==> src/rtl/fetch_unit.sv <==
// fetch_unit: instruction fetch stage in front of a one-cycle-latency memory.
// Issues word-aligned reads, absorbs the registered read latency, buffers
// returned words with their PCs in a small FIFO and hands them downstream
// over a valid/ready handshake. A redirect flushes everything and restarts
// fetch at a new address.

// Run-time checks on the FIFO and the memory address bus.
module fetch_unit_chk #(
  parameter int DEPTH = 2,
  parameter int CNT_W = 2
) (
  input logic             clk,
  input logic             reset,
  input logic             push,
  input logic [CNT_W-1:0] count,
  input logic [31:0]      mem_addr
);

  localparam logic [CNT_W-1:0] DEPTH_C = CNT_W'(DEPTH);

  // A returning word must always find a free FIFO slot.
  ap_no_push_when_full: assert property (@(posedge clk) disable iff (reset)
    push |-> (count < DEPTH_C));

  // Occupancy never exceeds the FIFO size.
  ap_count_bound: assert property (@(posedge clk) disable iff (reset)
    count <= DEPTH_C);

  // Reads are always word aligned.
  ap_addr_aligned: assert property (@(posedge clk) disable iff (reset)
    mem_addr[1:0] == 2'b00);

endmodule

module fetch_unit #(
  parameter logic [31:0] RESET_ADDR = 32'h0000_0000,
  parameter int          DEPTH      = 2
) (
  input  logic        clk,
  input  logic        reset,
  output logic [31:0] mem_addr,
  output logic        mem_rstrb,
  input  logic [31:0] mem_rdata,
  output logic [31:0] instr,
  output logic [31:0] instr_pc,
  output logic        instr_valid,
  input  logic        instr_ready,
  input  logic        redirect,
  input  logic [31:0] redirect_pc
);

  localparam int PTR_W = $clog2(DEPTH);
  localparam int CNT_W = $clog2(DEPTH + 1);
  localparam logic [31:0]      RESET_PC  = RESET_ADDR & 32'hFFFF_FFFC;
  localparam logic [CNT_W:0]   DEPTH_OCC = (CNT_W + 1)'(DEPTH);

  // Fetch side state
  logic [31:0]      fetch_pc_r;
  logic             inflight_r;
  logic [31:0]      inflight_pc_r;

  // FIFO state
  logic [31:0]      fifo_pc_r   [DEPTH];
  logic [31:0]      fifo_word_r [DEPTH];
  logic [PTR_W-1:0] rd_ptr_r;
  logic [PTR_W-1:0] wr_ptr_r;
  logic [CNT_W-1:0] count_r;

  // Per-cycle control
  logic             pop_s;
  logic             push_s;
  logic             issue_s;
  logic             valid_s;
  logic [CNT_W:0]   occ_s;

  assign valid_s     = (count_r != {CNT_W{1'b0}});
  assign instr_valid = valid_s;
  assign instr       = fifo_word_r[rd_ptr_r];
  assign instr_pc    = fifo_pc_r[rd_ptr_r];
  assign mem_addr    = fetch_pc_r;
  assign mem_rstrb   = issue_s;

  // Decide handshake, read issue and FIFO push for this cycle.
  // occ_s is the number of words that will be buffered or in flight after
  // this cycle's pop; a new read is only issued if it is guaranteed a slot.
  // A read returning during a redirect (or reset) is simply not pushed, and
  // inflight is cleared at that same edge, so nothing stale survives a flush.
  always_comb begin
    pop_s   = 1'b0;
    push_s  = 1'b0;
    issue_s = 1'b0;
    occ_s   = {(CNT_W + 1){1'b0}};
    pop_s   = valid_s && instr_ready;
    occ_s   = {1'b0, count_r} + {{CNT_W{1'b0}}, inflight_r} - {{CNT_W{1'b0}}, pop_s};
    if (reset || redirect) begin
      issue_s = 1'b0;
      push_s  = 1'b0;
    end else begin
      issue_s = (occ_s < DEPTH_OCC);
      push_s  = inflight_r;
    end
  end

  // Fetch PC, in-flight flag and the PC of the outstanding read.
  always_ff @(posedge clk) begin
    if (reset) begin
      fetch_pc_r    <= RESET_PC;
      inflight_r    <= 1'b0;
      inflight_pc_r <= 32'h0000_0000;
    end else if (redirect) begin
      fetch_pc_r    <= redirect_pc & 32'hFFFF_FFFC;
      inflight_r    <= 1'b0;
      inflight_pc_r <= inflight_pc_r;
    end else begin
      inflight_r <= issue_s;
      if (issue_s) begin
        inflight_pc_r <= fetch_pc_r;
        fetch_pc_r    <= fetch_pc_r + 32'd4;
      end
    end
  end

  // Instruction FIFO: storage, wrap-around pointers and occupancy.
  always_ff @(posedge clk) begin
    if (reset) begin
      rd_ptr_r <= {PTR_W{1'b0}};
      wr_ptr_r <= {PTR_W{1'b0}};
      count_r  <= {CNT_W{1'b0}};
      for (int i = 0; i < DEPTH; i++) begin
        fifo_pc_r[i]   <= 32'h0000_0000;
        fifo_word_r[i] <= 32'h0000_0000;
      end
    end else if (redirect) begin
      rd_ptr_r <= {PTR_W{1'b0}};
      wr_ptr_r <= {PTR_W{1'b0}};
      count_r  <= {CNT_W{1'b0}};
    end else begin
      if (push_s) begin
        fifo_pc_r[wr_ptr_r]   <= inflight_pc_r;
        fifo_word_r[wr_ptr_r] <= mem_rdata;
        wr_ptr_r              <= wr_ptr_r + PTR_W'(1);
      end
      if (pop_s) begin
        rd_ptr_r <= rd_ptr_r + PTR_W'(1);
      end
      case ({push_s, pop_s})
        2'b10:   count_r <= count_r + CNT_W'(1);
        2'b01:   count_r <= count_r - CNT_W'(1);
        default: count_r <= count_r;
      endcase
    end
  end

  fetch_unit_chk #(
    .DEPTH (DEPTH),
    .CNT_W (CNT_W)
  ) u_chk (
    .clk      (clk),
    .reset    (reset),
    .push     (push_s),
    .count    (count_r),
    .mem_addr (mem_addr)
  );

endmodule

==> config.mk <==
export PLATFORM = sky130hd
export DESIGN_NAME = fetch_unit
export DESIGN_NICKNAME = d
export VERILOG_FILES = /design/src/rtl/fetch_unit.sv
export SDC_FILE = /design/constraint.sdc
export NUM_CORES = 1
export LEC_CHECK = 0
export BUFFER_PORTS_ARGS = -buffer_cell sky130_fd_sc_hd__buf_4
export CAP_MARGIN = 20
export CORE_AREA = 2 2 135 190
export CTS_CLUSTER_SIZE = 14
export DETAILED_ROUTE_END_ITERATION = 10
export DIE_AREA = 0 0 137 192
export GPL_TIMING_DRIVEN = 0
export PLACE_DENSITY = 0.65
export RECOVER_POWER = 100
export SYNTH_ARGS = -nofsm -noshare
export SYNTH_HDL_FRONTEND = slang
export SYNTH_SLANG_ARGS = --single-unit
==> constraint.sdc <==
create_clock -name clk -period 15.4 [get_ports clk]
set_clock_uncertainty 0.2 [all_clocks]
set_input_delay 2.31 -clock clk [delete_from_list [all_inputs] [get_ports clk]]
set_output_delay 2.31 -clock clk [all_outputs]
set_load 0.02 [all_outputs]
# Word level (Yosys, flattened, before mapping)
# Memories as Yosys holds them, arrays and structs flattened. A register that Yosys moved wholly into a read port is not among the register bits.
# Cells that the tools add are included.
# W data, S select, Z words.
[op_classes] eq_ne=2 bitwise=1 div=0 add_sub_neg=7 reduce_logical=9 muxes=21 shifts=0 order_cmp=1 multipliers=0
[op_table] op="$mux W32" count=4
[op_table] op="$reduce_or A32 Y1" count=2
[op_table] op="$add A32 B3 Y32 const B" count=1
[op_table] op="$mux W1" count=16
[op_table] op="$reduce_bool A2 Y1" count=3
[op_table] op="$pmux W2 S2" count=1
[op_table] op="$add A2 B1 Y3" count=1
[op_table] op="$lt A3 B2 Y1 const B" count=1
[op_table] op="$sub A3 B1 Y3" count=1
[op_table] op="$add A1 B1 Y1 const B" count=2
[op_table] op="$add A2 B1 Y2 const B" count=1
[op_table] op="$eq A2 B1 Y1 const B" count=1
[op_table] op="$eq A2 B2 Y1 const B" count=1
[op_table] op="$reduce_and A2 Y1" count=1
[op_table] op="$reduce_or A2 Y1" count=1
[op_table] op="$sub A2 B1 Y2 const B" count=1
[op_table] op="$logic_and A1 B1 Y1" count=1
[op_table] op="$logic_or A1 B1 Y1" count=1
[op_table] op="$not A1 Y1" count=1
[word_totals] memories=2 register_bits=69 wordCells=50 inputBits=68 romBits=0 latchBits=0 ram_bits=128
[mem_list] name="fifo_pc_r" words=2 width=32 read_ports=1 rd_ports_with_merged_regs=1 write_ports=2 line_no="63" text="logic [31:0] fifo_pc_r [DEPTH];"
[mem_list] name="fifo_word_r" words=2 width=32 read_ports=1 rd_ports_with_merged_regs=1 write_ports=2 line_no="64" text="logic [31:0] fifo_word_r [DEPTH];"

# Depth between registers and ports, before layout
[depth] word_depth=8 mapped_depth=12 mapped_depth_nobuf=11

# Worst setup path after synthesis
# Ideal clock, no wire load.
[synth_path] path_kind="in2reg" from="input port reset" to="memory fifo_pc_r[0][10], enable pin" path_slack_ns=7.565 path_stages=4 arrival_ns=7.067 path_cell_list="clkbuf_1 > nor2_1 > nand2_1 > o21ai_0"
[synth_rtl] item="start: declaration" line_no="40" text="input logic reset,"
[synth_rtl] item="end: declaration" line_no="63"

# Final worst setup path
[layout_path] from="input port instr_ready" to="output port mem_rstrb"
[layout_between] elab_chain_len=4
[layout_lines] item="start: declaration" line_no="47" text="input logic instr_ready,"
[layout_lines] item="$logic_and A1 B1 Y1" line_no="93" text="pop_s = valid_s && instr_ready;"
[layout_lines] item="named net pop_s" line_no="70" text="logic pop_s;"
[layout_lines] item="$sub A3 B1 Y3" line_no="94" text="occ_s = {1'b0, count_r} + {{CNT_W{1'b0}}, inflight_r} - {{CNT_W{1'b0}}, pop_s};"
[layout_lines] item="$lt A3 B2 Y1" line_no="99" text="issue_s = (occ_s < DEPTH_OCC);"
[layout_lines] item="$mux W1" line_no="95" text="if (reset || redirect) begin"
[layout_lines] item="end: declaration" line_no="42" text="output logic mem_rstrb,"
# The timed path passes the listed nets, and every way through them passes these cells.

==> impl_metrics.csv <==
group,metric,value,unit
clocking,clock_tree.htree_level_count,4,
drt,drt_iter0_markers,369,
clocking,root_buffer,"clkbuf_16",
timing,slew_viol_final,131,
global_route,antenna_found_initial,0,
run,drv_cap,5,
logic_synthesis,synthArstFlopShare,0,
logic_synthesis,syn-instance-count,742,
global_route,use_met3,0.0377,
drt,routed_wl,21300,um
final_layout,nets,998,
drt,dr.pass1.iters,5,
drt,viasPerCell,4.89,
power,p_total,1.08,mW
power,p_per_area,105,mW/mm2
global_route,gr-usage-met1,0.194,
clocking,post_cts_resized,0,
floorplan,die_w,137,um
global_route,grt_pass1_vias,6123,
worst_setup_path,crit_path_start_kind,"input pin",
worst_hold_path,hold_depth,2,
power,p_leak,3.70,nW
floorplan,core-area,0.0245,mm2
timing,tns,0,ns
clocking,clock_path_buffers,2,
worst_hold_path,hold_class,"reg2reg",
clocking,cts_buffers,17,
logic_synthesis,synth_cell_types,55,
final_layout,areaGrowthSynthToFinish,20.9,%
worst_setup_path,reg2reg_depth,4,
logic_synthesis,synth-seq-cells,190,
final_layout,final-seq-area,0.00504,mm2
logic_synthesis,synth_edf_count,124,
worst_setup_path,end_kind,"output port",
global_route,grt_pass1_wl,32900,um
timing,rsz0062_at_grt,"false",
global_route,grt_overflow,0,
status,failed_checks,"capacitance limit, slew limit",
drt,post_drt_wl_per_cell,17.0,um
place,dp_slack,8.04,ns
global_route,grt_max_degree,33,
logic_synthesis,synth_area,0.00852,mm2
floorplan,dieArea,0.0263,mm2
clocking,cts_tree,"done",
worst_setup_path,path_class,"in2out",
global_route,gr-usage-met2,0.288,
timing,tightest_slew,2.44,ns
drt,drc,0,
timing,setup_viol,0,
floorplan,rows,68,
timing,fin_ws,7.40,ns
worst_setup_path,reg2reg_from,"inflight_r",
final_layout,n_antenna_cell,0,
logic_synthesis,ys.flop_type,"edfxtp_1",
final_layout,drive_gt1_frac,0.184,
global_route,grtUsageTotal,0.166,
clocking,clk_pin_slew_worst_paths,0.07,ns
timing,hold_viol,0,
logic_synthesis,synth.avg_cell_area,11.5,um2
final_layout,multiInputGateArea,0.00323,mm2
timing,period_needed,8.00,ns
worst_setup_path,r2r_end,"fifo_word_r[1][22]",
worst_setup_path,required,12.89,ns
timing,finalCritPeriodShare,0.520,
final_layout,final_common_cell,"clkbuf_1",
timing,fmax,0.125,GHz
drt,ant_nets,0,
final_layout,fillers,2434,
place,numPortBuffers,158,
floorplan,die_h,192,um
place,place_congestion,0.848,
place,dpl.hpwl,15500,um
worst_setup_path,arrival,5.49,ns
worst_setup_path,r2r_setup_slack,10.39,ns
worst_hold_path,worstHoldEndpoint,"inflight_pc_r[22]",
power,ir_drop,0.0000825,V
clocking,clock_latency,0.44,ns
floorplan,ios,166,
clocking,post-cts-setup-buffer-count,0,
global_route,grt.busiest_layer,"met2",
drt,vias,6137,
status,status,"finished with violations",
clocking,hold_buffers,0,
worst_hold_path,hold_start,"inflight_pc_r[22]",
logic_synthesis,ys_warn_count,0,
final_layout,layout_common_cells,"clkbuf_1, edfxtp_1, nand2_1",
logic_synthesis,ys_seq_area_frac,0.592,
floorplan,initial_core_util,0.348,
clocking,cts_sinks,190,
timing,relSlewSlack,-0.627,
worst_setup_path,critical_path_peak_fanout,10,
==> cells by family after synthesis <==
family                     share of synthesized area
AOI/OAI and AO/OA                             0.0643
xor gates and xnor gates                      0.0123
adders and majority gates                    0.00676
buffers and inverters                         0.0298
DFF                                            0.592
muxes                                         0.0894
other                                       0.000440
and+or+nand+nor                                0.205
==> cells in the mapped netlist (9+ instances only) <==
library cell	n	area [um2]
and2_1	126	788
edfxtp_1	124	3720
nand2_1	90	338
dfxtp_1	66	1320
mux2_2	65	732
a21oi_1	47	235
clkbuf_1	37	139
o21ai_0	15	75.1
nand3_1	14	70.1
nor3_1	13	65.1
nor2_1	11	41.3
inv_1	9	33.8
xnor2_1	9	78.8
==> worst max-delay path by stage <==
stage,start,to,cells after the start
2_1_floorplan,reset,fifo_pc_r[0][10],4
3_3_place_gp,reset,fifo_word_r[0][6],4
3_5_place_dp,instr_ready,mem_rstrb,11
4_1_cts,instr_ready,mem_rstrb,11
5_1_grt,instr_ready,mem_rstrb,11
6_report,instr_ready,mem_rstrb,11
==> routing by layer <==
| metal | vias to the layer above | wire length [um] |
|---|---|---|
| met5 | - | 0 |
| met4 | 0 | 535 |
| met3 | 33 | 1260 |
| met2 | 210 | 10900 |
| met1 | 2916 | 8590 |
| li1 | 2978 | - |
==> critical path: stages <==
cell and delay [ns]:
clkbuf_4 0.09, and2_0 0.23, ha_1 0.27, nand2b_1 0.15, fa_1 0.38, xnor2_1 0.14, nand3_1 0.26, inv_1 0.35
clkbuf_1 0.48, clkbuf_1 0.48, clkbuf_1 0.33
==> flip-flops by register name, indices dropped and copies added (netlist names), named ones only <==
name / cells
inflight_r: 1
count_r: 2
mem_addr: 30
inflight_pc_r: 30
fifo_pc_r: 60
rd_ptr_r: 1
fifo_word_r: 64
wr_ptr_r: 1
==> per-stage QoR <==
stage	area [um2]	hold WS, ns	std cells	utilization
final	10300	0.261	1254	0.421
after floorplan	8530	0.240	745	-
after global routing	10300	0.283	1254	0.421
after CTS	10700	0.265	1253	0.437
after global placement	10100	0.249	1218	0.413
after detailed placement	10200	0.256	1221	0.416
==> where the power goes <==
group	total [mW]	internal, mW	switching (mW)	leakage (nW)
sequential	0.580	0.564	0.0158	1.82
clock	0.401	0.207	0.194	0.237
combinational	0.0987	0.0356	0.0631	1.64
==> area by class of cell <==
type                       instances  area share
buffer                            51      0.0203
clock buffer                      20      0.0424
clock inverter                    12     0.00862
inverter                          10     0.00364
multi-input combinational        494       0.314
sequential                       190       0.490
tap                              315      0.0382
timing repair buffer             162      0.0838
Power figures use the tool's default switching activity.
